**src/rtl/regfile_io.sv**
```systemverilog
// Register file with a zero register, two synchronised input words at the top of the
// map, and a registered mirror of one storage register with an update strobe.
module regfile_io #(
  parameter int N        = 8,
  parameter int AW       = 5,
  parameter int IN_W     = 9,
  parameter int OUT_ADDR = 29
) (
  input  logic            clk,
  input  logic            reset,
  input  logic            w,
  input  logic [AW-1:0]   Waddr,
  input  logic [N-1:0]    Wdata,
  input  logic [AW-1:0]   Raddr1,
  input  logic [AW-1:0]   Raddr2,
  output logic [N-1:0]    Rdata1,
  output logic [N-1:0]    Rdata2,
  input  logic [IN_W-1:0] data_in,
  output logic [N-1:0]    data_out,
  output logic            out_strobe,
  output logic            in_event
);

  localparam int DEPTH = 2**AW;
  localparam int NSTOR = DEPTH - 3;
  localparam logic [AW-1:0] A_IN_HI = AW'(DEPTH - 2);
  localparam logic [AW-1:0] A_IN_LO = AW'(DEPTH - 1);
  localparam logic [AW-1:0] A_OUT   = AW'(OUT_ADDR);

  logic [N-1:0]    mem_q [1:NSTOR];
  logic [IN_W-1:0] s1_q, sync_q, prev_q;
  logic [N-1:0]    in_hi;
  logic            pend_q, pend_d;
  logic            strobe_q, strobe_d;
  logic [N-1:0]    data_out_q, data_out_d;

  // Storage is cleared by reset, so it lives in flops rather than block RAM.
  always_ff @(posedge clk) begin
    if (reset) begin
      for (int i = 1; i <= NSTOR; i++) mem_q[i] <= '0;
    end else begin
      for (int i = 1; i <= NSTOR; i++) begin
        if (w && (Waddr == AW'(i))) mem_q[i] <= Wdata;
      end
    end
  end

  always_ff @(posedge clk) begin
    if (reset) begin
      s1_q   <= '0;
      sync_q <= '0;
      prev_q <= '0;
    end else begin
      s1_q   <= data_in;
      sync_q <= s1_q;
      prev_q <= sync_q;
    end
  end

  assign in_event = (sync_q != prev_q);

  always_comb begin
    in_hi = '0;
    in_hi[IN_W-N-1:0] = sync_q[IN_W-1:N];
  end

  // pend_q marks that the mirrored register was written on the last edge;
  // the copy and strobe follow one edge later so data_out sees the new value.
  always_comb begin
    pend_d     = w && (Waddr == A_OUT);
    strobe_d   = pend_q;
    data_out_d = pend_q ? mem_q[OUT_ADDR] : data_out_q;
  end

  always_ff @(posedge clk) begin
    if (reset) begin
      pend_q     <= 1'b0;
      strobe_q   <= 1'b0;
      data_out_q <= '0;
    end else begin
      pend_q     <= pend_d;
      strobe_q   <= strobe_d;
      data_out_q <= data_out_d;
    end
  end

  assign data_out   = data_out_q;
  assign out_strobe = strobe_q;

  for (genvar gi = 0; gi < 2; gi++) begin : g_rd
    logic [AW-1:0] addr;
    logic [N-1:0]  data;

    assign addr = (gi == 0) ? Raddr1 : Raddr2;

    // Special addresses are decoded first, so forwarding only applies to storage.
    always_comb begin
      data = '0;
      if (addr == A_IN_HI) begin
        data = in_hi;
      end else if (addr == A_IN_LO) begin
        data = sync_q[N-1:0];
      end else if (addr != '0) begin
        if (w && (Waddr == addr)) begin
          data = Wdata;
        end else begin
          for (int i = 1; i <= NSTOR; i++) begin
            if (addr == AW'(i)) data = mem_q[i];
          end
        end
      end
    end
  end

  assign Rdata1 = g_rd[0].data;
  assign Rdata2 = g_rd[1].data;

endmodule

```
**config.mk**
```make
export PLATFORM = sky130hd
export DESIGN_NAME = regfile_io
export DESIGN_NICKNAME = d
export VERILOG_FILES = /design/src/rtl/regfile_io.sv
export SDC_FILE = /design/constraint.sdc
export NUM_CORES = 1
export LEC_CHECK = 0
export BUFFER_PORTS_ARGS = -buffer_cell sky130_fd_sc_hd__buf_4
export CAP_MARGIN = 20
export CORE_AREA = 4 4 256 233
export CTS_CLUSTER_DIAMETER = 60
export CTS_CLUSTER_SIZE = 25
export DETAILED_ROUTE_END_ITERATION = 16
export DIE_AREA = 0 0 260 237
export GPL_TIMING_DRIVEN = 0
export PLACE_DENSITY = 0.5
export SYNTH_ARGS = -nofsm -noshare
export SYNTH_HDL_FRONTEND = slang
export SYNTH_SLANG_ARGS = --single-unit
```
**constraint.sdc**
```tcl
create_clock -name clk -period 6.6 [get_ports clk]
set_clock_uncertainty 0.2 [all_clocks]
set_input_delay 0.66 -clock clk [delete_from_list [all_inputs] [get_ports clk]]
set_output_delay 0.66 -clock clk [all_outputs]
set_load 0.01 [all_outputs]
```
== Word level (Yosys, flattened, before mapping) ==
Memories as Yosys holds them, arrays and structs flattened.
Cells that the tools add are included.

* Register bits after elaboration: 37
* Memory bits (writable): 232
* Input bits: 35
* Output and inout port bits: 26
* Memories kept: 1

{| class="wikitable"
|+ Memory list
! name !! words !! width !! read ports !! clocked after memory_dff !! wr ports !! RTL line !! source
|-
| mem_q || 29 || 8 || 29 || 0 || 29 || 30 || <nowiki>logic [N-1:0] mem_q [1:NSTOR];</nowiki>
|}

* Eq/ne operators: 94
* Mux-type cells: 184
* Bitwise gates (word level): 29
* Reduce and logical (&&, ||, !) cells: 33

{| class="wikitable"
|+ Operator list
! cell !! number
|-
| 8-bit 2-to-1 mux || 95
|-
| 5-bit equality test (second input constant) || 46
|-
| 5-bit by 4-bit equality test with 1-bit output (second input constant) || 24
|-
| 1-bit 2-to-1 mux || 89
|-
| 5-bit by 3-bit equality test with 1-bit output (second input constant) || 12
|-
| 1-bit logical AND || 31
|-
| 5-bit by 2-bit equality test with 1-bit output (second input constant) || 6
|-
| 1-bit OR || 29
|-
| 5-bit by 1-bit equality test with 1-bit output (second input constant) || 3
|-
| 5-bit equality test || 2
|-
| 5-bit nonzero test || 2
|-
| 9-bit != test || 1
|}

== Logic depth before layout (Yosys ltp) ==
* Word-level depth: 34
* Mapped depth: 11
* Mapped depth without buffers: 7

== Least setup slack after synthesis ==
No wires, ideal clock.

* Kind: input to output
* From: in Raddr2[3]
* To: out Rdata2[1]
* Arrival time: 2.314 ns
* Required time: 5.740 ns
* Slack: 3.426 ns
* Stages: 9
* Buffers on the path: 2
* Path through: buf_2 > or3b_1 > buf_2 > a311oi_2 > a31oi_1 > a22oi_1 > nor3_1 > o22a_1 > o31ai_1

* Longest elaborated chain between the ends: 34
* Elaborated cells on any way between the ends: 67

{| class="wikitable"
|+ RTL lines
! what !! RTL line !! source
|-
| start, declared || 15 || <nowiki>input logic [AW-1:0] Raddr2,</nowiki>
|-
| 5-bit by 1-bit equality test with 1-bit output || 108 || <nowiki>if (addr == AW'(i)) data = mem_q[i];</nowiki>
|-
| 8-bit 2-to-1 mux (29 in series) || 108 ||
|-
| 8-bit 2-to-1 mux || 104 || <nowiki>if (w && (Waddr == addr)) begin</nowiki>
|-
| 8-bit 2-to-1 mux || 103 || <nowiki>end else if (addr != '0) begin</nowiki>
|-
| 8-bit 2-to-1 mux || 101 || <nowiki>end else if (addr == A_IN_LO) begin</nowiki>
|-
| 8-bit 2-to-1 mux * || 99 || <nowiki>if (addr == A_IN_HI) begin</nowiki>
|-
| end, declared || 17 || <nowiki>output logic [N-1:0] Rdata2,</nowiki>
|}

Every way passes the cells marked *; elsewhere a longest branch is shown, timed or not.

== Worst setup path in the final report ==
* From: in Raddr1[0]
* To: out Rdata1[6]

* Longest elaborated chain between the ends: 34
* Elaborated cells on any way between the ends: 67

{| class="wikitable"
|+ RTL lines
! what !! RTL line !! source
|-
| start, declared || 14 || <nowiki>input logic [AW-1:0] Raddr1,</nowiki>
|-
| 5-bit by 1-bit equality test with 1-bit output || 108 ||
|-
| 8-bit 2-to-1 mux (29 in series) || 108 ||
|-
| 8-bit 2-to-1 mux || 104 ||
|-
| 8-bit 2-to-1 mux || 103 ||
|-
| 8-bit 2-to-1 mux || 101 ||
|-
| 8-bit 2-to-1 mux * || 99 ||
|-
| end, declared || 16 || <nowiki>output logic [N-1:0] Rdata1,</nowiki>
|}

Marks and branches as above.

==> impl_table.tex <==
\begin{tabular}{lr}
\hline
Metric & Value \\
\hline
\multicolumn{2}{l}{\textbf{Run status}} \\
\quad Outcome & finished clean \\
\multicolumn{2}{l}{\textbf{Global routing}} \\
\quad Met3 routing resource usage after global routing & 13.4\% \\
\quad Initial antenna violation count & 9 \\
\quad Wire length of the first global-routing pass & 148,000 µm \\
\quad Global route hottest layer & met1 \\
\quad GRT Overall Usage & about 36\% \\
\quad Via count of the first global-routing pass & 15,800 \\
\quad Global routing usage on met1 & 50.1\% \\
\quad Grt ovf & 0 \\
\quad Met2 GRT Util & 48.4\% \\
\quad Pin count of the biggest net entering global routing & 22 \\
\multicolumn{2}{l}{\textbf{Synthesis}} \\
\quad XOR/XNOR share of the synthesized area & 0.985\% \\
\quad Cell types with the largest area share after synthesis & edfxtp\_1, and2\_1, dfxtp\_1 \\
\quad Mean area per synthesized cell & between 9 and 10 µm² \\
\quad \#FFs+latches synth & 269 \\
\quad Post-synth design cell area & 16,900 µm² \\
\quad Post-synthesis sequential area ratio & 45.6\% \\
\quad Top\_reg\_cell synth & edfxtp\_1 \\
\quad Post-synthesis mux area share & 5.34\% \\
\quad YS warnings & 0 \\
\quad Number of instances in the synthesized netlist & between 1,500 and 2,000 \\
\quad Area leader, netlist & edfxtp\_1 \\
\quad Share of synthesized cell area in full adder, half adder and majority cells & 0\% \\
\quad Async set-reset flop share out of synthesis & 0\% \\
\quad Synth Area in Simple Gates & 23.6\% \\
\quad Total nets after synthesis & around 1,800 \\
\quad Share of the synthesized area in compound gates (AO/OA/AOI/OAI) & 19.4\% \\
\quad Cell with the most instances after synthesis & edfxtp\_1 \\
\quad Count of different cell masters after synthesis & 93 \\
\quad Count of flip-flops with a built-in enable after synthesis & 232 \\
\quad Main combinational cell family by area after synthesis & simple AND/OR/NAND/NOR gates \\
\quad Area share of the largest cell type after synthesis & 41.2\% \\
\quad Ranking of synthesized cells by instance count & edfxtp\_1, and2\_1, nor2\_1, o21ai\_0, a21oi\_1 \\
\multicolumn{2}{l}{\textbf{Clock tree}} \\
\quad Buffers inserted during post-CTS setup optimization & 0 \\
\quad Source-to-sink clock delay at the later pin of the worst-skew pair & 0.57 ns \\
\quad Number of levels in the clock H-tree & 1 \\
\quad Clk root buf & clkbuf\_16 \\
\quad Clock transition at the registers of the reported paths & 0.08 ns \\
\quad CTS tree & done \\
\quad Sinks on Clock Net & 269 \\
\quad Number of buffers inserted by hold repair at cts & 0 \\
\quad Total clock buffers created by CTS & 22 \\
\quad Clock Path Buffers & 3 \\
\quad Cts repair resizes & 0 \\
\multicolumn{2}{l}{\textbf{Setup path}} \\
\quad Startpoint-to-endpoint class of the critical path & input port to output port \\
\quad Critical-path cell with the highest stage delay & clkbuf\_1 \\
\quad Crit path required time & 5.74 ns \\
\quad Critical Path Most Common Cell & buf\_4 \\
\quad CP bufs+invs & 5 \\
\quad Critical register-to-register path startpoint & pend\_q \\
\quad Critical Path Fanout Max & 10 \\
\quad Maximum cell stage delay along the critical path & roughly 1 ns \\
\quad CP endpoint kind & output port \\
\quad CP Launch Type & input port \\
\quad Worst setup path startpoint & Raddr1[0] \\
\quad Cell chain of the critical path & buf\_4 -> buf\_6 -> clkinv\_1 -> clkbuf\_1 -> nor3\_1 -> a221oi\_1 -> a211oi\_1 -> o41ai\_1 -> a22oi\_1 -> buf\_4 \\
\quad Delay-heaviest family, CP & compound AO/OA/AOI/OAI gates \\
\quad WP data arrival & between 4 and 5 ns \\
\multicolumn{2}{l}{\textbf{Drt}} \\
\quad Starting DRC count in detailed routing & 2,766 \\
\quad Wire length per cell & 43.2 µm \\
\quad Remaining number of nets flagged by the antenna check after routing & 0 \\
\quad Via density per instance & 6.44 \\
\quad DR DRC count & 0 \\
\quad Drt first pass iters & 6 \\
\quad Routed via count & 17,000 \\
\quad DRT Wirelength & approximately 110,000 µm \\
\multicolumn{2}{l}{\textbf{Timing}} \\
\quad Final-report max-slew violation count & 0 \\
\quad Setup repair after global routing missed its margin & no \\
\quad Max Clk Rate & approximately 180 MHz \\
\quad Hold Fails Final Rpt & 0 \\
\quad Final setup viols & 0 \\
\quad Final critical delay including setup and external delays & between 5 and 6 ns \\
\quad Worst slew margin relative to its limit & 13.9\% \\
\quad Transition at the pin with the smallest max-transition slack & 1.29 ns \\
\quad Post-route setup TNS & 0 ns \\
\quad Period utilisation layout & 82.7\% \\
\multicolumn{2}{l}{\textbf{Placement}} \\
\quad GP Congestion & 1.07 \\
\quad Total instance count after detailed placement & $\sim$2,600 \\
\quad Dpl hpwl & 87,500 µm \\
\quad Total of buffers placed on input and output ports & 55 \\
\multicolumn{2}{l}{\textbf{Floorplanning}} \\
\quad Horizontal die dimension & 260 µm \\
\quad Area enclosed by the die boundary & between 60,000 and 70,000 µm² \\
\quad Area of the core & 56,800 µm² \\
\quad Die H & 237 µm \\
\quad I/O pin count & between 60 and 70 \\
\quad Effective utilization at floorplan & 29.8\% \\
\quad Placement row count & 83 \\
\multicolumn{2}{l}{\textbf{Hold path}} \\
\quad Min-delay src & data\_in[1] \\
\quad Worst hold-check path type & input port to flop \\
\multicolumn{2}{l}{\textbf{Finish}} \\
\quad Fraction of layout instances using a drive strength above 1 & 12.9\% \\
\quad Synth-to-layout area growth & 13.5\% \\
\quad Count of fill cells added during filler insertion & around 6,000 \\
\quad Post-layout net count & 1,888 \\
\quad Non-Filler Instances & roughly 2,600 \\
\multicolumn{2}{l}{\textbf{Power}} \\
\quad Power per cell area & 230 nW/µm² \\
\quad Post-layout total power & 4.41 mW \\
\quad Leakage power total & 6.66 nW \\
\quad Peak ir drop on the vdd network & between 0.15 and 0.2 mV \\
\multicolumn{2}{l}{\textbf{Run}} \\
\quad Number of max-capacitance violations reported & 0 \\
\hline
\end{tabular}
## cell type report
class | instances | area [µm²] | area share [%]
inverters | 18 | 67.6 | 0.352
well taps | 765 | 957 | 4.99
diodes | 7 | 17.5 | 0.0913
clock inverters | 17 | 213 | 1.11
repair buffers | 64 | 526 | 2.74
plain buffers | 152 | 782 | 4.07
clock buffers | 23 | 576 | 3.00
multi-input cells | 1326 | 8350 | 43.5
flip-flops and latches | 269 | 7710 | 40.2
## state kept, by name (all words and copies together), names as in the netlist
register	count
data_out	8
s1_q	9
mem_q	232
out_strobe	1
pend_q	1
sync_q	9
prev_q	9
## cell usage in the layout (no fill, tap or decap), types with 7 or more instances in the layout
cell	synthesis	final
and2_1	207	207
nand2_1	93	93
a21oi_1	105	105
xor2_1	15	15
a21o_1	13	13
a211oi_1	20	20
edfxtp_1	232	232
nor2b_1	51	51
a22oi_1	15	15
o211ai_1	22	22
diode_2	0	7
mux2_2	13	13
buf_4	15	70
o21ai_0	108	108
buf_6	12	14
dfxtp_1	37	37
a221oi_1	12	12
inv_1	14	14
nor2_1	147	147
o21ai_1	7	7
nand3_1	33	33
a32oi_1	12	12
mux2i_1	62	62
a22o_1	8	8
nor3_1	79	79
nand2b_1	39	39
a31oi_1	25	25
o221ai_1	11	11
nor4_1	16	16
nand4_1	10	10
or3_1	7	7
o32ai_1	16	16
o21bai_1	16	16
buf_2	51	53
o22ai_1	30	30
clkbuf_1	69	69
clkbuf_16	0	23
## cells by family after synthesis
group | Yosys count
compound gates | 494
xor+xnor | 19
buf+inv | 170
flops | 269
mux | 81
simple gates | 732
## through the flow
stage               util [%]  cell area (µm²)  setup slack (ns)  hold slack [ns]
global route            33.8            19200              1.31            0.107
CTS                     33.7            19200              1.40           0.0777
global placement        32.2            18300              1.20            0.227
finish                  33.8            19200              1.14           0.0990
detailed placement      32.3            18400              1.42            0.226
floorplan                  -            16900              3.43            0.214
## routing by layer
layer  wire, µm  share of wire [%]
met1      48900                 43
met5         62              0.054
met3      13700                 12
met4       6530                5.7
met2      44700                 39
## worst reg2reg max path, cell delays in order (launching register included)
cell      delay, ns
dfxtp_1        0.31
clkbuf_1       0.48
mux2i_1        0.25
nor2_1         0.05
## worst paths after layout
path	slack [ns]	end	depth (start not counted)
hold / removal	0.1	s1_q[1]	2
hold reg to reg	0.24	sync_q[6]	1
setup reg to reg	5.17	data_out[7]	3
setup / recovery	1.14	Rdata1[6]	10
## power by group
group	switching, mW	total (mW)	internal [mW]
sequential	0.121	2.06	1.94
combinational	0.645	0.875	0.230
clock	0.731	1.48	0.752
total	1.50	4.41	2.92
(Power assumes the default switching activity.)
